$ cat config.mk
export PLATFORM = sky130hd
export DESIGN_NAME = multicycle_control_flat
export DESIGN_NICKNAME = d
export VERILOG_FILES = /design/src/rtl/multicycle_control_if.sv /design/src/rtl/multicycle_control.sv /design/src/flat_wrapper.sv
export SDC_FILE = /design/constraint.sdc
export NUM_CORES = 1
export LEC_CHECK = 0
export CORE_MARGIN = 1
export CORE_UTILIZATION = 39
export CTS_CLUSTER_DIAMETER = 30
export DETAILED_ROUTE_END_ITERATION = 12
export HOLD_SLACK_MARGIN = 0.12
export PLACE_DENSITY = 0.75
export SLEW_MARGIN = 20
export SYNTH_ARGS = -nofsm -noshare
export SYNTH_HDL_FRONTEND = slang
export SYNTH_SLANG_ARGS = --single-unit
$ cat constraint.sdc
create_clock -name clk -period 1.7 [get_ports clk]
set_input_delay 0.34 -clock clk [delete_from_list [all_inputs] [get_ports clk]]
set_output_delay 0.34 -clock clk [all_outputs]
set_load 0.05 [all_outputs]
$ cat src/rtl/multicycle_control_if.sv
// ----------------------------------------------------------------------------
// multicycle_control_if
//   Bundles the instruction/memory status inputs and all datapath control
//   outputs of the multicycle MIPS main control FSM.
//
//   master : the control FSM (reads opcode/mem_ready, drives controls)
//   slave  : the datapath side (drives opcode/mem_ready, reads controls)
//
//   opcode        IR[31:26], valid from DECODE onward
//   mem_ready     memory completed the current access this cycle
//   pc_write      unconditional PC load
//   pc_write_cond PC load qualified by ALU zero (beq)
//   i_or_d        memory address select: 0 = PC, 1 = ALUOut
//   mem_read      memory read request
//   mem_write     memory write request
//   ir_write      instruction register load
//   mem_to_reg    write-back source: 0 = ALUOut, 1 = MDR
//   reg_dst       destination select: 0 = rt, 1 = rd
//   reg_write     register file write enable
//   alu_src_a     ALU A select: 0 = PC, 1 = A register
//   alu_src_b     ALU B select: 00 B, 01 const 4, 10 imm, 11 imm << 2
//   alu_op        ALU control code: 00 add, 01 sub, 10 decode funct
//   pc_source     PC source: 00 ALU result, 01 ALUOut, 10 jump target
//   illegal_op    one-cycle pulse on an unsupported opcode
//   mem_timeout   one-cycle pulse on memory wait expiry
// ----------------------------------------------------------------------------
interface multicycle_control_if;
  logic [5:0] opcode;
  logic       mem_ready;
  logic       pc_write;
  logic       pc_write_cond;
  logic       i_or_d;
  logic       mem_read;
  logic       mem_write;
  logic       ir_write;
  logic       mem_to_reg;
  logic       reg_dst;
  logic       reg_write;
  logic       alu_src_a;
  logic [1:0] alu_src_b;
  logic [1:0] alu_op;
  logic [1:0] pc_source;
  logic       illegal_op;
  logic       mem_timeout;

  modport master (
    input  opcode, mem_ready,
    output pc_write, pc_write_cond, i_or_d, mem_read, mem_write, ir_write,
           mem_to_reg, reg_dst, reg_write, alu_src_a, alu_src_b, alu_op,
           pc_source, illegal_op, mem_timeout
  );

  modport slave (
    output opcode, mem_ready,
    input  pc_write, pc_write_cond, i_or_d, mem_read, mem_write, ir_write,
           mem_to_reg, reg_dst, reg_write, alu_src_a, alu_src_b, alu_op,
           pc_source, illegal_op, mem_timeout
  );
endinterface

$ cat src/rtl/multicycle_control.sv
// ----------------------------------------------------------------------------
// multicycle_control
//   Main control FSM of the multicycle MIPS datapath. Sequences fetch,
//   decode, execute, memory and write-back over a shared ALU and a unified
//   memory, waits on mem_ready in memory states and flags bad opcodes.
//
//   Ports:
//     clk    system clock, rising edge
//     rst_n  asynchronous active-low reset (state IDLE, all outputs 0)
//     bus    multicycle_control_if.master (opcode/mem_ready in, controls out)
//
//   Parameter:
//     MEM_TIMEOUT  wait cycles tolerated in FETCH/MEM_READ/MEM_WRITE before
//                  mem_timeout pulses and the FSM returns to FETCH; 0 = off
// ----------------------------------------------------------------------------
module multicycle_control #(
  parameter int MEM_TIMEOUT = 8
) (
  input  logic                  clk,
  input  logic                  rst_n,
  multicycle_control_if.master  bus
);

  typedef enum logic [3:0] {
    IDLE      = 4'd0,
    FETCH     = 4'd1,
    DECODE    = 4'd2,
    MEM_ADDR  = 4'd3,
    MEM_READ  = 4'd4,
    MEM_WB    = 4'd5,
    MEM_WRITE = 4'd6,
    EXEC_R    = 4'd7,
    R_WB      = 4'd8,
    EXEC_I    = 4'd9,
    I_WB      = 4'd10,
    BRANCH    = 4'd11,
    JUMP      = 4'd12
  } state_t;

  localparam logic [5:0] OP_RTYPE = 6'b000000;
  localparam logic [5:0] OP_J     = 6'b000010;
  localparam logic [5:0] OP_BEQ   = 6'b000100;
  localparam logic [5:0] OP_ADDI  = 6'b001000;
  localparam logic [5:0] OP_LW    = 6'b100011;
  localparam logic [5:0] OP_SW    = 6'b101011;

  // A zero timeout still needs a legal one-bit counter.
  localparam int              CNT_W     = (MEM_TIMEOUT > 0) ? $clog2(MEM_TIMEOUT + 1) : 1;
  localparam logic [CNT_W-1:0] CNT_LIMIT = CNT_W'(MEM_TIMEOUT);
  localparam bit              TMO_EN    = (MEM_TIMEOUT != 0);

  state_t           r_state;
  state_t           w_next;
  logic [CNT_W-1:0] r_wait_cnt;
  logic             w_wait_state;
  logic             w_timeout;

  assign w_wait_state = (r_state == FETCH) || (r_state == MEM_READ) ||
                        (r_state == MEM_WRITE);

  // mem_ready wins over an expiring count on the same cycle.
  assign w_timeout = TMO_EN && w_wait_state && !bus.mem_ready &&
                     (r_wait_cnt == CNT_LIMIT);

  // NOTE: sequential state uses non-blocking (<=) so every flop samples the
  // pre-edge values; blocking here would create order-dependent races.
  always_ff @(posedge clk or negedge rst_n) begin
    if (!rst_n) begin
      r_state    <= IDLE;
      r_wait_cnt <= '0;
    end else begin
      r_state <= w_next;
      // Any state change (including a timeout back into FETCH) is an entry
      // into the destination state, so the wait count restarts there.
      if (w_timeout || (w_next != r_state))
        r_wait_cnt <= '0;
      else if (TMO_EN && w_wait_state && !bus.mem_ready)
        r_wait_cnt <= r_wait_cnt + 1'b1;
    end
  end

  // NOTE: every signal written here gets a default first, so no path through
  // the case leaves a value unassigned and no latch is inferred.
  always_comb begin
    w_next            = r_state;
    bus.pc_write      = 1'b0;
    bus.pc_write_cond = 1'b0;
    bus.i_or_d        = 1'b0;
    bus.mem_read      = 1'b0;
    bus.mem_write     = 1'b0;
    bus.ir_write      = 1'b0;
    bus.mem_to_reg    = 1'b0;
    bus.reg_dst       = 1'b0;
    bus.reg_write     = 1'b0;
    bus.alu_src_a     = 1'b0;
    bus.alu_src_b     = 2'b00;
    bus.alu_op        = 2'b00;
    bus.pc_source     = 2'b00;
    bus.illegal_op    = 1'b0;
    bus.mem_timeout   = 1'b0;

    if (w_timeout) begin
      // Abort the stalled access: all controls stay low for this cycle.
      bus.mem_timeout = 1'b1;
      w_next          = FETCH;
    end else begin
      unique case (r_state)
        IDLE: w_next = FETCH;

        FETCH: begin
          bus.mem_read  = 1'b1;
          bus.alu_src_b = 2'b01;
          // PC+4 and IR load only commit once the instruction word is back.
          bus.ir_write  = bus.mem_ready;
          bus.pc_write  = bus.mem_ready;
          if (bus.mem_ready) w_next = DECODE;
        end

        DECODE: begin
          // Branch target precompute into ALUOut.
          bus.alu_src_b = 2'b11;
          case (bus.opcode)
            OP_LW, OP_SW: w_next = MEM_ADDR;
            OP_RTYPE:     w_next = EXEC_R;
            OP_ADDI:      w_next = EXEC_I;
            OP_BEQ:       w_next = BRANCH;
            OP_J:         w_next = JUMP;
            default: begin
              bus.illegal_op = 1'b1;
              w_next         = FETCH;
            end
          endcase
        end

        MEM_ADDR: begin
          bus.alu_src_a = 1'b1;
          bus.alu_src_b = 2'b10;
          w_next        = (bus.opcode == OP_SW) ? MEM_WRITE : MEM_READ;
        end

        MEM_READ: begin
          bus.mem_read = 1'b1;
          bus.i_or_d   = 1'b1;
          if (bus.mem_ready) w_next = MEM_WB;
        end

        MEM_WB: begin
          bus.reg_write  = 1'b1;
          bus.mem_to_reg = 1'b1;
          w_next         = FETCH;
        end

        MEM_WRITE: begin
          bus.mem_write = 1'b1;
          bus.i_or_d    = 1'b1;
          if (bus.mem_ready) w_next = FETCH;
        end

        EXEC_R: begin
          bus.alu_src_a = 1'b1;
          bus.alu_op    = 2'b10;
          w_next        = R_WB;
        end

        R_WB: begin
          bus.reg_write = 1'b1;
          bus.reg_dst   = 1'b1;
          w_next        = FETCH;
        end

        EXEC_I: begin
          bus.alu_src_a = 1'b1;
          bus.alu_src_b = 2'b10;
          w_next        = I_WB;
        end

        I_WB: begin
          bus.reg_write = 1'b1;
          w_next        = FETCH;
        end

        BRANCH: begin
          bus.alu_src_a     = 1'b1;
          bus.alu_op        = 2'b01;
          bus.pc_write_cond = 1'b1;
          bus.pc_source     = 2'b01;
          w_next            = FETCH;
        end

        JUMP: begin
          bus.pc_write  = 1'b1;
          bus.pc_source = 2'b10;
          w_next        = FETCH;
        end

        default: w_next = IDLE;
      endcase
    end
  end

endmodule

$ cat src/flat_wrapper.sv
// flat-port wrapper written by rule: the top's interface ports become plain ports
module multicycle_control_flat 
#(
  parameter int MEM_TIMEOUT = 8
)
  (clk, rst_n, bus_opcode, bus_mem_ready, bus_pc_write, bus_pc_write_cond, bus_i_or_d, bus_mem_read, bus_mem_write, bus_ir_write, bus_mem_to_reg, bus_reg_dst, bus_reg_write, bus_alu_src_a, bus_alu_src_b, bus_alu_op, bus_pc_source, bus_illegal_op, bus_mem_timeout);
  multicycle_control_if bus_i ();
  input  logic clk;
  input  logic rst_n;
  input wire logic [$bits(bus_i.opcode)-1:0] bus_opcode;
  input wire logic [$bits(bus_i.mem_ready)-1:0] bus_mem_ready;
  output wire logic [$bits(bus_i.pc_write)-1:0] bus_pc_write;
  output wire logic [$bits(bus_i.pc_write_cond)-1:0] bus_pc_write_cond;
  output wire logic [$bits(bus_i.i_or_d)-1:0] bus_i_or_d;
  output wire logic [$bits(bus_i.mem_read)-1:0] bus_mem_read;
  output wire logic [$bits(bus_i.mem_write)-1:0] bus_mem_write;
  output wire logic [$bits(bus_i.ir_write)-1:0] bus_ir_write;
  output wire logic [$bits(bus_i.mem_to_reg)-1:0] bus_mem_to_reg;
  output wire logic [$bits(bus_i.reg_dst)-1:0] bus_reg_dst;
  output wire logic [$bits(bus_i.reg_write)-1:0] bus_reg_write;
  output wire logic [$bits(bus_i.alu_src_a)-1:0] bus_alu_src_a;
  output wire logic [$bits(bus_i.alu_src_b)-1:0] bus_alu_src_b;
  output wire logic [$bits(bus_i.alu_op)-1:0] bus_alu_op;
  output wire logic [$bits(bus_i.pc_source)-1:0] bus_pc_source;
  output wire logic [$bits(bus_i.illegal_op)-1:0] bus_illegal_op;
  output wire logic [$bits(bus_i.mem_timeout)-1:0] bus_mem_timeout;
  assign bus_i.opcode = bus_opcode;
  assign bus_i.mem_ready = bus_mem_ready;
  assign bus_pc_write = bus_i.pc_write;
  assign bus_pc_write_cond = bus_i.pc_write_cond;
  assign bus_i_or_d = bus_i.i_or_d;
  assign bus_mem_read = bus_i.mem_read;
  assign bus_mem_write = bus_i.mem_write;
  assign bus_ir_write = bus_i.ir_write;
  assign bus_mem_to_reg = bus_i.mem_to_reg;
  assign bus_reg_dst = bus_i.reg_dst;
  assign bus_reg_write = bus_i.reg_write;
  assign bus_alu_src_a = bus_i.alu_src_a;
  assign bus_alu_src_b = bus_i.alu_src_b;
  assign bus_alu_op = bus_i.alu_op;
  assign bus_pc_source = bus_i.pc_source;
  assign bus_illegal_op = bus_i.illegal_op;
  assign bus_mem_timeout = bus_i.mem_timeout;
  multicycle_control #(.MEM_TIMEOUT(MEM_TIMEOUT)) u_core (.clk(clk), .rst_n(rst_n), .bus(bus_i));
endmodule
==> run metrics, run 1 <==
dpl hpwl=2540 um; CTS Buf Count=3; Syn Std Cell Area=852 um^2; Mapped Nets=131; Stopped at=clock tree synthesis (4_1_cts); Initial Util=between 40% and 50%; status=stopped before the end; Post-Syn Area per Cell=~7.1 um^2; CTS root buf=clkbuf_4; register bit count reported by yosys=8; Yosys Warn Count=0; placed insts=199; count of cell types in the netlist=36; Syn Inst Count=120; clock sink count=8; pre-CTS WS=-0.541 ns; # rows=16; setup bufs post-CTS=17; share of the yosys chip area belonging to registers=23.5%; Post-CTS Resized=50; die span in y=approximately 49 um; First Err=[ERROR DPL-0033] detailed placement checks failed during check placement.; fraction of registers with async set/reset=100%; CTS max path bufs=2; Hold Buf Count CTS=0; Post-synth EDFFs=0; Final GP Congestion=0.900; Boundary Pins=27; H-tree depth=1; port bufs=26; Die Wd=between 40 and 50 um; Main synth FF type=dfrtp_1
==> cell usage after synthesis (all sizes together) (4+ instances only) <==
cell / count / area (um^2)
inv: 8 / 30.0
dfrtp: 8 / 200
o21ai: 8 / 40.0
a21oi: 7 / 35.0
clkbuf: 4 / 15.0
nor2: 23 / 86.3
buf: 4 / 27.5
nor3: 8 / 40.0
nand2: 11 / 41.3
==> cells by family after synthesis <==
kind of cell,after synthesis,synth area share (%)
DFF,8,23.5
buffers and inverters,16,8.52
muxes,1,1.32
AOI/OAI and AO/OA,29,23.3
and+or+nand+nor,58,34.2
adders and majority gates,2,2.94
xor gates and xnor gates,6,6.17
==> metrics by stage <==
step	area [um^2]	hold WS [ns]	util, %
after global placement	1640	0.615	81.9
after floorplan	1010	0.0444	-
after detailed placement	1640	0.639	81.9
==> inputs of run 2 (changes only) <==
--- a/config.mk
+++ b/config.mk
@@ -5,12 +5,10 @@
 export SDC_FILE = /design/constraint.sdc
 export NUM_CORES = 1
 export LEC_CHECK = 0
-export CORE_MARGIN = 1
-export CORE_UTILIZATION = 39
-export CTS_CLUSTER_DIAMETER = 30
+export CORE_AREA = 2 2 63 65
 export DETAILED_ROUTE_END_ITERATION = 12
-export HOLD_SLACK_MARGIN = 0.12
-export PLACE_DENSITY = 0.75
+export DIE_AREA = 0 0 65 67
+export PLACE_DENSITY_LB_ADDON = 0.15
 export SLEW_MARGIN = 20
 export SYNTH_ARGS = -nofsm -noshare
 export SYNTH_HDL_FRONTEND = slang
==> constraint.sdc (replaced) <==
create_clock -name clk -period 2.2 [get_ports clk]
set_input_delay 0.44 -clock clk [delete_from_list [all_inputs] [get_ports clk]]
set_output_delay 0.44 -clock clk [all_outputs]
set_load 0.05 [all_outputs]
==> run 2 against run 1 <==
Synthesized cell count unchanged. Synthesized area unchanged. The flow now finishes, with violations (negative setup slack).
==> run metrics, run 2 <==
status=complete, but fails checks; failing checks=negative setup slack; Worst Tran Pin Value=~0.37 ns; GR Overflow Total=0; Post-Syn Area per Cell=7.10 um^2 (unchanged); Max Clock Freq=445 MHz; Final Hold Vio Count=0; setup TNS=-0.117 ns; total number of vias=about 1000; Area contributors post-synth=dfrtp_1 (23%), nor2_1 (10%), nand2_1 (4.8%); die footprint=4360 um^2; first-pass GRT wire length=4460 um; clock network latency to the later pin of the worst-skew pair=0.23 ns; Rel. slew slack=75.1%; Power Total=0.00199 W; Peak VDD IR=0.891 mV; initial antenna violation count=0; Via density=4.80; switch share=49.4%; biggest regs=u_core.r_state: 4 flops, u_core.r_wait_cnt: 4 flops; diode count=0; nature of the critical path endpoint=output port; Syn Std Cell Area=852 um^2 (unchanged); ANT nets after route=0; Pleak=0.697 nW; placed insts=203 (+2.0%); Critical Path RT=roughly 1.8 ns; Worst-path clk slew=about 0.040 ns; Starting DRT DRC Count=27; skew final=0.000229 ns; largest fanout on the critical path=4; clock sink count=8 (unchanged); Final GP Congestion=0.817 (-9.3%); Mapped Nets=131 (unchanged); CTS Buf Count=3 (unchanged); Post-synth EDFFs=0 (unchanged); # rows=22 (+6); most common cell in the netlist=nor2_1; routed len/inst=12.1 um; Detailed Route WL=around 2500 um; most frequent cells in the layout=nor2_1 (19), buf_4 (19), buf_12 (17); CTS tree=yes; RSZ-0062 raised after global routing=yes; sequential share of power=a little over a tenth; Die Wd=65 um (+33%); commonest cells in the netlist=nor2_1 (23), nand2_1 (11); Area after DPL=1480 um^2 (-9.5%); Pint=0.00101 W; Placeable Area=3610 um^2; crit path DAT=1.81 ns; Yosys Warn Count=0 (unchanged); Worst setup SP type=register; Nets=~170; number of max-cap violations=0; P per Cell Area=1260 nW/um^2; drc violations=0; vias in the first global route=~1000; Tcrit/Tclk final=102%; post-route cell area=~1600 um^2; post-route setup slack=-0.0465 ns; Combinational Power Share=80.4%; Final setup viols=3; Clock power frac=8.9%; DR pass1 iterations=4; min-delay worst type=input port to asynchronous set/reset pin; register bit count reported by yosys=8 (unchanged); Setup CP Type=register to output port; dpl hpwl=2010 um (-21%); min Tclk post-route=around 2.2 ns; CTS max path bufs=2 (unchanged); H-tree depth=1 (unchanged); Hold Buf Count CTS=0 (unchanged); port bufs=26 (unchanged); Boundary Pins=27 (unchanged); Synth area leader=dfrtp_1; fillers=356; filler-free cell count of the finished design=about 210; fraction of registers with async set/reset=100% (unchanged); Syn Inst Count=120 (unchanged); Slew Limit Fails=0; share of the yosys chip area belonging to registers=23.5% (unchanged); layout cells sized above 1=36.0%; top-area cell type share of the netlist area=23.5% (unchanged); Area Overhead vs Synth=84.9%; die span in y=67 um (+37%); count of cell types in the netlist=36 (unchanged); Main synth FF type=dfrtp_1; largest net degree at the start of global routing=21; GRT Total Usage=13.2%; Net Switching=0.000983 W; CTS root buf=clkbuf_8; Initial Util=23.6% (-19 points)
run 2: final timing paths:
| path | startpoint | endpoint | slack [ns] | depth (start not counted) |
|---|---|---|---|---|
| max in group asynchronous | rst_n | u_core.r_state[3] | 1.44 | 1 |
| setup / recovery | u_core.r_state[1] | bus_alu_src_b[0] | -0.05 | 7 |
| setup reg to reg | u_core.r_state[1] | u_core.r_wait_cnt[1] | 0.27 | 7 |
| hold / removal | rst_n | u_core.r_wait_cnt[0] | 0.49 | 1 |
| min in group clk | u_core.r_wait_cnt[0] | u_core.r_wait_cnt[0] | 0.61 | 2 |
| hold reg to reg | u_core.r_wait_cnt[0] | u_core.r_wait_cnt[0] | 0.61 | 2 |
run 2: cell type report:
type / count / area, um^2 / area share [%]
Multi-Input combinational cell: 96 / 649 / 41.2
Timing Repair Buffer: 46 / 591 / 37.5
Tap cell: 48 / 60.1 / 3.81
Sequential cell: 8 / 200 / 12.7
Clock buffer: 3 / 41.3 / 2.62
Inverter: 8 / 33.8 / 2.14
run 2: critical path: stages, from the launching register on:
cell	delay [ns]
dfrtp_1	0.37
or3b_4	0.42
a21boi_4	0.18
nand4b_4	0.13
clkinvlp_4	0.15
buf_6	0.14
nor2_2	0.05
buf_12	0.15
run 2: timing repair:
action                                  4_1_cts  5_1_grt
gates resized for setup                       4        4
endpoints found under the setup margin        5        7
buffers inserted                              2        1
pin swaps                                     2        0
run 2: routing by layer:
metal	vias up	part of all wire, %	track usage, %
met5	-	0	0
met4	0	2.3	6.12
met3	6	6.1	3.55
met2	24	49	20.9
met1	466	43	16.6
li1	508	-	-
run 2: cells by family (layout without fill, tap and decap cells):
family,count (synthesis),count (layout),synth area share [%]
simple gates,58,58,34.2
compound gates,29,29,23.3
buf+inv,16,57,8.52
flops,8,8,23.5
mux,1,1,1.32
fa+ha+maj,2,2,2.94
xor+xnor,6,6,6.17
run 2: power by group through the flow:
stage	Combinational (W)	Sequential (W)	Clock, W
finish	0.00160	0.000213	0.000176
global route	0.00172	0.000220	0.000189
CTS	0.00159	0.000212	0.000181
detailed placement	0.00156	0.000212	0
global placement	0.00156	0.000211	0
floorplan	0.000956	0.000214	0
run 2: per-stage QoR:
step           worst slack, ns  hold slack, ns  util (%)
4_1_cts                -0.0622           0.505      43.1
3_3_place_gp            -0.149           0.595      41.2
6_report               -0.0465           0.495      43.7
2_1_floorplan           -0.198           0.144         -
5_1_grt                 -0.101           0.524      43.7
3_5_place_dp            -0.180           0.616      41.2
(Power assumes the default switching activity.)
